### src/rtl/serial_add_sub.sv
// serial_add_sub: multi-cycle adder/subtractor. It processes two WIDTH-bit operands
// LSB-first, DIGIT bits per clock, through a DIGIT-bit ripple-carry slice. Control is a
// start/busy/done handshake.
//
// Ports:
//   clk        rising-edge clock
//   rst        asynchronous active-high reset
//   start      request; accepted in IDLE or DONE only
//   mode       1 = add (a + b), 0 = subtract (a - b); sampled with start
//   a, b       WIDTH-bit operands; sampled with start
//   busy       high while an operation is running
//   done       one-cycle pulse when result/carry_out/overflow are updated
//   result     registered result, held until the next completion
//   carry_out  carry from the MSB (subtract: 1 = no borrow)
//   overflow   two's-complement signed overflow
module serial_add_sub #(
  parameter int unsigned WIDTH = 8,
  parameter int unsigned DIGIT = 1
) (
  input  logic             clk,
  input  logic             rst,
  input  logic             start,
  input  logic             mode,
  input  logic [WIDTH-1:0] a,
  input  logic [WIDTH-1:0] b,
  output logic             busy,
  output logic             done,
  output logic [WIDTH-1:0] result,
  output logic             carry_out,
  output logic             overflow
);

  localparam int unsigned NumDigits = WIDTH / DIGIT;
  localparam int unsigned CntW      = (NumDigits > 1) ? $clog2(NumDigits) : 1;

  if (WIDTH < 2 || DIGIT < 1 || (WIDTH % DIGIT) != 0) begin : g_bad_params
    $error("serial_add_sub: WIDTH must be >= 2 and an integer multiple of DIGIT");
  end

  typedef enum logic [1:0] {StIdle, StRun, StDone} state_e;

  state_e            state_q, state_d;
  logic [WIDTH-1:0]  a_q, b_q, acc_q, acc_d;
  logic              mode_q, carry_q;
  logic [CntW-1:0]   cnt_q;
  logic [DIGIT-1:0]  b_sel, sum;
  logic [DIGIT:0]    c;
  logic              accept, last;

  assign accept = start && (state_q != StRun);
  assign last   = (cnt_q == CntW'(NumDigits - 1));

  // State register
  always_ff @(posedge clk or posedge rst) begin
    if (rst) state_q <= StIdle;
    else     state_q <= state_d;
  end

  // Next-state logic
  always_comb begin
    state_d = state_q;
    unique case (state_q)
      StIdle:  if (start) state_d = StRun;
      StRun:   if (last)  state_d = StDone;
      StDone:  state_d = start ? StRun : StIdle;
      default: state_d = StIdle;
    endcase
  end

  // Outputs decoded from state
  always_comb begin
    busy = (state_q == StRun);
    done = (state_q == StDone);
  end

  // Ripple-carry slice over the low DIGIT bits; subtract uses ~b with carry-in seeded to 1.
  always_comb begin
    b_sel = mode_q ? b_q[DIGIT-1:0] : ~b_q[DIGIT-1:0];
    sum   = '0;
    c     = '0;
    c[0]  = carry_q;
    for (int i = 0; i < DIGIT; i++) begin
      sum[i]  = a_q[i] ^ b_sel[i] ^ c[i];
      c[i+1]  = (a_q[i] & b_sel[i]) | (a_q[i] & c[i]) | (b_sel[i] & c[i]);
    end
    // New digit enters at the MSB end so the final digit lands the word in place.
    acc_d = (acc_q >> DIGIT) | (WIDTH'(sum) << (WIDTH - DIGIT));
  end

  // Datapath registers
  always_ff @(posedge clk or posedge rst) begin
    if (rst) begin
      a_q       <= '0;
      b_q       <= '0;
      acc_q     <= '0;
      mode_q    <= 1'b0;
      carry_q   <= 1'b0;
      cnt_q     <= '0;
      result    <= '0;
      carry_out <= 1'b0;
      overflow  <= 1'b0;
    end else if (accept) begin
      a_q     <= a;
      b_q     <= b;
      acc_q   <= '0;
      mode_q  <= mode;
      carry_q <= ~mode;
      cnt_q   <= '0;
    end else if (state_q == StRun) begin
      a_q     <= a_q >> DIGIT;
      b_q     <= b_q >> DIGIT;
      acc_q   <= acc_d;
      carry_q <= c[DIGIT];
      cnt_q   <= cnt_q + CntW'(1);
      if (last) begin
        result    <= acc_d;
        carry_out <= c[DIGIT];
        // Carry into the MSB differs from carry out of it exactly on signed overflow.
        overflow  <= c[DIGIT] ^ c[DIGIT-1];
      end
    end
  end

endmodule

### config.mk
export PLATFORM = sky130hd
export DESIGN_NAME = serial_add_sub
export DESIGN_NICKNAME = d
export VERILOG_FILES = /design/src/rtl/serial_add_sub.sv
export SDC_FILE = /design/constraint.sdc
export NUM_CORES = 1
export LEC_CHECK = 0
export CAP_MARGIN = 20
export CORE_ASPECT_RATIO = 0.9
export CORE_UTILIZATION = 30
export DETAILED_ROUTE_END_ITERATION = 16
export PLACE_DENSITY = 0.53
export SYNTH_ARGS = -nofsm -noshare
export SYNTH_HDL_FRONTEND = slang
export SYNTH_SLANG_ARGS = --single-unit
### constraint.sdc
create_clock -name clk -period 1.6 [get_ports clk]
set_clock_uncertainty 0.15 [all_clocks]
set_input_delay 0.32 -clock clk [delete_from_list [all_inputs] [get_ports clk]]
set_output_delay 0.32 -clock clk [all_outputs]
set_load 0.01 [all_outputs]
==> flow_summary.toml <==
[timing]
worstMarginPinSlew_ns = 0.369
min_period_over_period = 1.01
rsz0062_at_grt = "yes"
worst_slew_margin_rel = 0.754
worst_slack_ns = -0.0115
final_max_slew_viol_count = 0
setup_viol = 2
fmax_ghz = 0.621
hold_viol_final = 0
fin_crit_ns = 1.61

[final_layout]
n_antenna_cell = 0
drive_above_1_share = 0.285
syn2layout_area_growth_pct = 27.7
final_core_util = 0.407
n_fill_cell = 579
multi_input_area_sq_um = 758
seq_area_sq_um = 1000
fin_nets = 223

[cts]
cts_buffer_depth = 2
cts-htree-levels = 2
cts-root-buf = "clkbuf_8"
cts_buffers = 5
cts.sinks = 40
clk_latency_ns = 0.28
clk_pin_slew_worst_paths_ns = 0.07
cts_tree = "yes"
holdBufCountCts = 0

[setup_path]
r2r_end = "result[1]"
critPathKind = "register to output port"
start_kind = "register"
r2r-start = "cnt_q[0]"
r2r_slack_ns = 0.03
worstSetupEndpointType = "output port"
crit_path_max_fanout = 2
rr_worst_depth = 4
required_ns = 1.13
cp.arrival_ns = 1.14

[logic_synthesis]
syn-num-nets = 181
synth_cells = 158
yosysMostFrequentCell = "dfrtp_1"
synth_common_cells = "dfrtp_1 (40), nand2_1 (28), o21ai_2 (17), mux2i_1 (16), o21ai_0 (12)"
synth_area_leaders = "dfrtp_1 (54%), mux2i_1 (8.6%), o21ai_2 (8.0%), nand2_1 (5.6%), o21ai_0 (3.2%)"
yosys_register_bits = 40
synth-edff-count = 0
synth_ff_type = "dfrtp_1"
synth_top_cell_by_area = "dfrtp_1"
avgSynthCellArea_sq_um = 11.8
ys_warn_count = 0
syn-cell-area_sq_um = 1870
async_reset_ff_frac = 1.00
synth_cell_types = 25
yosysTopAreaCellShare = 0.536
yosysSeqAreaShare = 0.536

[flow_run]
max_cap_viol_count = 0

[route]
vias = 1274
routed_wl_um = 3650
drt_iter0_markers = 86
viasPerCell = 4.72
drt_pass1_iterations = 4
route.detailed.drc = 0
ant_nets = 0
avgRoutedWirePerCell_um = 13.5

[placed_design]
placement.io_buffers = 31
dpl.hpwl_um = 2560
dpl_worst_slack_ns = -0.101
place.gp.congestion = 0.747

[grt]
grt_pass1_wl_um = 6310
grt_pass1_vias = 1348
grt_usage = 0.124
antenna_found_initial = 0
gr-total-overflow = 0
grt_max_degree = 41

[power]
power_mw = 4.11
peakVddDrop_uv = 634
p_leak_nw = 1.13
pwr_density_cell_nw_per_um2 = 1720

[die]
fp.dieH_um = 76.9
row_count = 26
start_util = 0.319
dieWidth_um = 85.2
core-area_sq_um = 5860
die-area_sq_um = 6550
io_pins = 32

[run_status]
status = "complete, but fails checks"
violations = "negative setup slack"

[hold_path]
hp-class = "input pin to async pin"
[state kept, by name, indices dropped and copies added (netlist names)]
register	cells
result	8
b_q	8
carry_out	1
carry_q	1
cnt_q	3
overflow	1
state_q	2
acc_q	7
mode_q	1
a_q	8
[power by group]
part           leakage (nW)  internal [mW]  switching, mW
combinational         0.574          0.788          0.889
sequential            0.507           1.45          0.264
clock                0.0503          0.384          0.332
[worst max-delay path: stages, from the launching register on]
cell and delay, ns:
dfrtp_1 0.40, buf_6 0.12, and2b_2 0.23, buf_6 0.10
[what timing repair did]
item | in CTS | in global routing
resized for setup | 21 | 3
endpoints found under the hold margin | 0 | 0
gates cloned | 0 | 1
endpoints found under the setup margin | 19 | 9
pin swaps | 1 | 1
setup buffers | 3 | 1
[layout by cell type, fill, tap and decap left out, types with 2 or more instances in the layout]
master           count
dfrtp_1             40
mux2_1               3
clkdlybuf4s50_1     19
o21ai_2             17
buf_6                2
nand3_1              3
mux2_2               4
nand2_2              7
clkbuf_8             7
mux2i_1             16
xor2_1               2
inv_1                5
dlygate4sd2_1       10
nor2_1               2
nand2_1             28
buf_4               11
nand3b_4             2
o21ai_0             12
[cell type report]
type | count | area share
multi-input cells | 103 | 0.318
flip-flops and latches | 40 | 0.420
repair buffers | 44 | 0.174
clock buffers | 7 | 0.0404
inverters | 6 | 0.0115
well taps | 70 | 0.0367
[worst max path at each step]
stage,start,endpoint,slack (ns)
after CTS,state_q[0],done,-0.05
after global routing,state_q[1],busy,-0.06
after floorplan,cnt_q[0],result[0],0.008
after global placement,state_q[0],done,-0.09
final,state_q[0],done,-0.01
after detailed placement,state_q[0],done,-0.10
[kinds of logic (layout without fill, tap and decap cells)]
logic type,count (synthesis),after routing,share of synthesized area
AOI/OAI and AO/OA,31,31,0.119
xor gates and xnor gates,2,2,0.00938
adders and majority gates,3,3,0.0241
buffers and inverters,16,57,0.0737
DFF,40,40,0.536
muxes,23,23,0.128
and+or+nand+nor,43,44,0.110
[stage by stage]
stage | cell area (sq um) | hold WS [ns] | TNS [ns] | std cells
2_1_floorplan | 1870 | 0.299 | 0 | 158
3_3_place_gp | 2240 | 0.314 | -0.568 | 258
3_5_place_dp | 2240 | 0.322 | -0.967 | 258
4_1_cts | 2350 | 0.247 | -0.0707 | 268
5_1_grt | 2380 | 0.265 | -0.121 | 270
6_report | 2380 | 0.230 | -0.0176 | 270
[routing by layer]
metal,wire length (um),global-route usage,part of all wire
met1,1670,0.153,0.46
met2,1820,0.209,0.50
met3,122,0.0312,0.033
met4,47,0.0458,0.013
met5,0,0,0
Power figures use the tool's default switching activity.
